File: config.mk
export PLATFORM = sky130hd
export DESIGN_NAME = sdram_arb2
export DESIGN_NICKNAME = d
export VERILOG_FILES = /design/src/rtl/sdram_arb2.sv
export SDC_FILE = /design/constraint.sdc
export NUM_CORES = 1
export LEC_CHECK = 0
export ABC_CLOCK_PERIOD_IN_PS = 1550
export BUFFER_PORTS_ARGS = -buffer_cell sky130_fd_sc_hd__clkbuf_2
export CORE_MARGIN = 3
export CORE_UTILIZATION = 39
export CTS_CLUSTER_SIZE = 28
export DETAILED_ROUTE_END_ITERATION = 16
export PLACE_DENSITY = 0.77
export SLEW_MARGIN = 10
export SYNTH_ARGS = -nofsm -noshare
export SYNTH_HDL_FRONTEND = slang
export SYNTH_SLANG_ARGS = --single-unit
File: constraint.sdc
create_clock -name clk -period 1.55 [get_ports clk]
set_input_delay 0.31 -clock clk [delete_from_list [all_inputs] [get_ports clk]]
set_output_delay 0.31 -clock clk [all_outputs]
set_load 0.1 [all_outputs]
File: src/rtl/sdram_arb2.sv
// Two-requester round-robin arbiter in front of a single SDRAM controller port.
// One transaction at a time: IDLE -> ISSUE -> WAIT -> RECOVER, with a WAIT timeout.
module sdram_arb2 #(
    parameter int unsigned ADDR_W  = 24,
    parameter int unsigned DATA_W  = 16,
    parameter int unsigned TIMEOUT = 1023
) (
    input  logic              clk,
    input  logic              reset_l,
    input  logic              m0_req,
    input  logic              m0_rh_wl,
    input  logic [ADDR_W-1:0] m0_addr,
    input  logic [DATA_W-1:0] m0_data_w,
    output logic              m0_ack,
    output logic [DATA_W-1:0] m0_data_r,
    output logic              m0_data_r_en,
    input  logic              m1_req,
    input  logic              m1_rh_wl,
    input  logic [ADDR_W-1:0] m1_addr,
    input  logic [DATA_W-1:0] m1_data_w,
    output logic              m1_ack,
    output logic [DATA_W-1:0] m1_data_r,
    output logic              m1_data_r_en,
    output logic              s_req,
    output logic              s_rh_wl,
    output logic [ADDR_W-1:0] s_addr,
    output logic [DATA_W-1:0] s_data_w,
    input  logic              s_ack,
    input  logic [DATA_W-1:0] s_data_r,
    input  logic              s_data_r_en,
    output logic [1:0]        grant,
    output logic              err_timeout
);

    localparam int unsigned CNT_W = 11;

    typedef enum logic [1:0] {
        IDLE    = 2'd0,
        ISSUE   = 2'd1,
        WAIT    = 2'd2,
        RECOVER = 2'd3
    } state_t;

    state_t             state;
    state_t             state_nxt;
    logic [CNT_W-1:0]   wait_cnt;
    logic               last_m1;
    logic               any_req;
    logic               win_m1;
    logic               timeout_hit;

    assign any_req     = m0_req | m1_req;
    // m1 wins when alone, or on a tie when m0 was served last
    assign win_m1      = m1_req & (~m0_req | ~last_m1);
    assign timeout_hit = (state == WAIT) && !s_ack && (wait_cnt == CNT_W'(TIMEOUT - 1));

    assign m0_data_r = s_data_r;
    assign m1_data_r = s_data_r;

    // State register
    always_ff @(posedge clk or negedge reset_l) begin
        if (!reset_l) begin
            state <= IDLE;
        end else begin
            state <= state_nxt;
        end
    end

    // Next-state logic
    always_comb begin
        state_nxt = state;
        case (state)
            IDLE:    if (any_req) state_nxt = ISSUE;
            ISSUE:   state_nxt = WAIT;
            WAIT:    if (s_ack || timeout_hit) state_nxt = RECOVER;
            RECOVER: state_nxt = IDLE;
            default: state_nxt = IDLE;
        endcase
    end

    // Output decode
    always_comb begin
        s_req        = 1'b0;
        m0_ack       = 1'b0;
        m1_ack       = 1'b0;
        m0_data_r_en = 1'b0;
        m1_data_r_en = 1'b0;
        if (state == ISSUE) begin
            s_req = 1'b1;
        end
        if (state == RECOVER) begin
            m0_ack = grant[0];
            m1_ack = grant[1];
        end
        if (state == WAIT) begin
            m0_data_r_en = s_data_r_en & grant[0];
            m1_data_r_en = s_data_r_en & grant[1];
        end
    end

    // Grant, command latches, wait counter, round-robin pointer, sticky error
    always_ff @(posedge clk or negedge reset_l) begin
        if (!reset_l) begin
            grant       <= 2'b00;
            s_rh_wl     <= 1'b1;
            s_addr      <= '0;
            s_data_w    <= '0;
            wait_cnt    <= '0;
            last_m1     <= 1'b1;
            err_timeout <= 1'b0;
        end else begin
            case (state)
                IDLE: begin
                    if (any_req) begin
                        grant    <= win_m1 ? 2'b10 : 2'b01;
                        s_rh_wl  <= win_m1 ? m1_rh_wl  : m0_rh_wl;
                        s_addr   <= win_m1 ? m1_addr   : m0_addr;
                        s_data_w <= win_m1 ? m1_data_w : m0_data_w;
                    end
                end
                ISSUE: begin
                    wait_cnt <= '0;
                end
                WAIT: begin
                    wait_cnt <= wait_cnt + CNT_W'(1);
                    if (timeout_hit) begin
                        err_timeout <= 1'b1;
                    end
                end
                RECOVER: begin
                    last_m1 <= grant[1];
                    grant   <= 2'b00;
                end
                default: begin
                    grant <= 2'b00;
                end
            endcase
        end
    end

endmodule

---- Word level (Yosys, flattened, before mapping) ----
Cells that the tools add are included.
storage, ports and cells
  flip-flop bits (word level) ............. 58
  input port bits ......................... 104
  output and inout port bits .............. 81
  word-level logic and storage cells ...... 48
cells by class
  $add $sub $neg .......................... 1
  equality and inequality tests ........... 6
  muxes and demuxes ....................... 15
  bitwise operators ....................... 7
  reduce and logical (&&, ||, !) cells .... 11
operators by type and width
  operator                                                           count
  24-bit two-way mux                                                 1
  11-bit case mux with 2 select lines                                1
  16-bit two-way mux                                                 1
  11-bit by 1-bit adder with 11-bit output, second input constant    1
  11-bit by 10-bit == test with 1-bit output, second input constant  1
  2-bit two-way mux                                                  4
  2-bit case mux with 4 select lines                                 1
  2-bit AND reduction                                                4
  1-bit two-way mux                                                  6
  2-bit == test, second input constant                               2
  2-bit != test, second input constant                               2
  2-bit case mux with 2 select lines                                 1
  2-bit nonzero test                                                 2
  1-bit bitwise AND                                                  3
  2-bit by 1-bit == test with 1-bit output, second input constant    1
  1-bit logical AND                                                  2
  2-bit zero test                                                    1
  1-bit NOT                                                          2
  1-bit bitwise OR                                                   2
  1-bit zero test                                                    1
  1-bit logical OR                                                   1

---- Longest topological paths before layout ----
  depth in word-level cells ............... 6
  depth in mapped cells ................... 7
  mapped depth without buffers ............ 6

---- Worst setup path before layout ----
No wires, ideal clock.
  path kind ............................... reg-to-output
  from .................................... reg grant[1]
  to ...................................... out m1_data_r_en
  data arrival time ....................... 1858 ps
  required time ........................... 1240 ps
  setup slack ............................. -618 ps
  cell stages (with the launch flop) ...... 2
  path buffers ............................ 0
  path through ............................ dfrtp_1 -> and3_1
on the way
  cells in the longest elaborated chain, start to end .. 2
RTL lines
  element                 RTL line  RTL
  start, declared         31        output logic [1:0] grant,
  start signal, assigned  115       grant <= win_m1 ? 2'b10 : 2'b01;
  1-bit bitwise AND       97        m1_data_r_en = s_data_r_en & grant[1];
  1-bit two-way mux       95        if (state == WAIT) begin
  end, declared           23        output logic m1_data_r_en,
No other way between the ends.

---- Worst setup path after layout ----
  from .................................... reg state[0]
  to ...................................... out m0_data_r_en
on the way
  cells in the longest elaborated chain, start to end .. 2
RTL lines
  element                 RTL line  RTL
  start, declared         44        state_t state;
  start signal, assigned  65        state <= state_nxt;
  2-bit == test           95
  1-bit two-way mux       95
  end, declared           16        output logic m0_data_r_en,
No other way between the ends.

==> flow_metrics.tcl <==
set metrics [dict create \
    core_um2 6982 \
    synth-edff-count 0 \
    fin_crit_ps 1699 \
    grt_use_met1_pct 23.16 \
    port_buffers 136 \
    ys_ff_latch 58 \
    cts.sinks 58 \
    arrival_ps 1390 \
    tightest_slew_ps 554.3 \
    routedWlPerCell_um 17.95 \
    fmax_mhz 588.4 \
    cts_tree "done" \
    critPathLaunchType "flop" \
    cp_num_buf_inv 3 \
    top_usage_layer "met2" \
    routed_via_density 5.347 \
    slowest_delay_ps 390 \
    status "complete, but fails checks" \
    ys_types 36 \
    drc_errors 0 \
    htree_levels 3 \
    hold_viol_final 0 \
    final-setup-viol-count 47 \
    rsz0062_at_grt "yes" \
    antenna_left 0 \
    use_met3_pct 5.496 \
    cts_root_buffer "clkbuf_8" \
    violations "negative setup slack" \
    crit_fanout 3 \
    drv_cap 0 \
    gp_congestion 0.8791 \
    finalClockSkew_ps 10.01 \
    dieArea_um2 8507 \
    grt_max_degree 59 \
    synth_flop_cell "dfrtp_1" \
    path_class "reg -> out" \
    wl_mm 9.046 \
    multi_input_area_um2 1105 \
    synthArstFlopShare_pct 100.0 \
    area_growth_pct 41.37 \
    syn_area_um2 2900 \
    grt_pass1_wl_mm 13.23 \
    antenna_found_initial 0 \
    hold_class "in -> reg" \
    synth-warning-count 0 \
    die_h_um 92.24 \
    clock_latency_ps 340 \
    clk_pin_slew_ps 70 \
    numCtsBuffers 9 \
    ys_seq_area_share_pct 50.13 \
    initial_core_util_pct 41.54 \
    slew_headroom_pct 63.20 \
    io_pins 185 \
    use_met2_pct 36.62 \
    dp_hpwl_mm 5.648 \
    seq_area_um2 1456 \
    fin_crit_sh_pct 109.6 \
    crit_chain "inv_2, buf_6, ha_4, and3_4, buf_12" \
    final_cells 504 \
    syn_avg_cell_area_um2 10.55 \
    drt_iter0_drc 209 \
    row_count 30 \
    cp_top_family "flip-flops" \
    place_inst 476 \
    num_vias 2695 \
    drv_slew 0 \
    n_antenna_cell 0 \
    grt.total_usage_pct 20.51 \
    dr.pass1.iters 8 \
    overflow 0 \
    critPathCaptureType "primary output" \
    layout.nets 514 \
    drive_above_1_share_pct 50.00 \
    grt_pass1_vias 2567 \
    nFillCells 621 \
    netlist_instances 275 \
    clock_path_buffers 2 \
    critPathSlowestCell "dfrtp_1" \
    fin_ws_ps -149.5 \
    die_w_um 92.24 \
    syn_nets 386 \
    required_ps 1240 \
]
[through the flow]
step	TNS [ps]	hold WS (ps)	util, %	instance area, um2	worst slack (ps)
5_1_grt	-6521	170.8	58.73	4100	-200.5
4_1_cts	-1732	166.1	58.40	4078	-146.2
3_5_place_dp	-15690	345.6	52.69	3679	-400.4
2_1_floorplan	-114.1	14.41	-	2928	-49.77
3_3_place_gp	-11860	339.2	52.69	3679	-312.2
6_report	-3065	176.9	58.73	4100	-149.5
[cells by family (layout without fill, tap and decap cells)]
group | Yosys count | in the layout | share of synthesized area (%)
simple gates | 41 | 41 | 7.594
fa+ha+maj | 7 | 7 | 3.020
compound gates | 70 | 75 | 21.01
buf+inv | 95 | 223 | 16.87
mux | 4 | 4 | 1.381
flops | 58 | 58 | 50.13
[registers in the layout (all words and copies together) (netlist names)]
signal       flops
state            2
s_data_w        16
s_rh_wl          1
wait_cnt        11
s_addr          24
err_timeout      1
last_m1          1
grant            2
[cells in the mapped netlist (2+ instances only)]
cell type	instances	area share [%]
ha_1	7	3.0
a22o_1	3	0.91
o21ai_0	8	1.4
dfstp_2	2	1.8
and2_1	3	0.65
buf_2	9	1.6
buf_4	32	8.3
and4_1	2	0.60
nand2_1	10	1.3
clkbuf_1	5	0.65
and3_1	6	1.3
nor3_1	3	0.52
a21oi_1	4	0.69
o31ai_1	4	1.0
mux2i_1	4	1.4
dfrtp_1	56	48
inv_1	47	6.1
nor2_1	5	0.65
nand3_1	6	1.0
a21o_1	3	0.78
a222oi_1	41	14
[layer usage]
metal	wire length [um]	part of all wire, %
met1	3463	38
met2	4743	52
met3	704	7.8
met4	135	1.5
met5	0	0
[what timing repair did]
action,4_1_cts,5_1_grt
hold buffers,1,0
gates cloned,6,1
pin swaps,3,2
buffers inserted,4,0
setup endpoints to repair,49,51
hold endpoints to repair,56,0
resized for setup,17,6
[layout make-up]
class	count	share of cell area, %
sequential	58	35.52
timing repair buffer	158	24.90
tap	96	2.930
multi-input combinational	127	26.95
inverter	48	4.547
clock inverter	6	1.617
clock buffer	10	3.357
timing repair inverter	1	0.1831
[layout by cell type (no fill, tap or decap), types with 2 or more instances in the layout]
master and n:
a21o_1 3, a21oi_1 2, a21oi_2 3, a21oi_4 4
a222oi_1 41, a22o_1 3, and2_4 2, and3_1 3
and3_4 3, and4_1 2, buf_12 10, buf_4 16
buf_6 2, clkbuf_2 128, clkbuf_8 10, clkinvlp_4 5
dfrtp_1 54, dfrtp_2 2, dfstp_2 2, ha_1 4
ha_4 2, inv_1 44, inv_2 2, mux2i_1 4
nand2_1 8, nand2_4 2, nand3_1 6, nor2_1 5
nor3_1 3, o21ai_0 8, o31ai_1 4
[worst paths after layout]
path / from / slack [ps] / to / cells after the start
min reg2reg: err_timeout / 480 / err_timeout / 1
max: state[0] / -150 / m0_data_r_en / 5
max in group asynchronous: reset_l / 750 / s_rh_wl / 3
min: m0_data_w[14] / 180 / s_data_w[14] / 3
min in group asynchronous: reset_l / 500 / wait_cnt[10] / 3
max reg2reg: state[1] / -100 / s_addr[20] / 7
[worst min-delay path, cell delays in order]
cell and delay (ps):
clkbuf_2 70, a222oi_1 50, inv_1 50
Power is not shown: default switching activity piles up to over one toggle a cycle in this logic, so the estimate is an artifact.
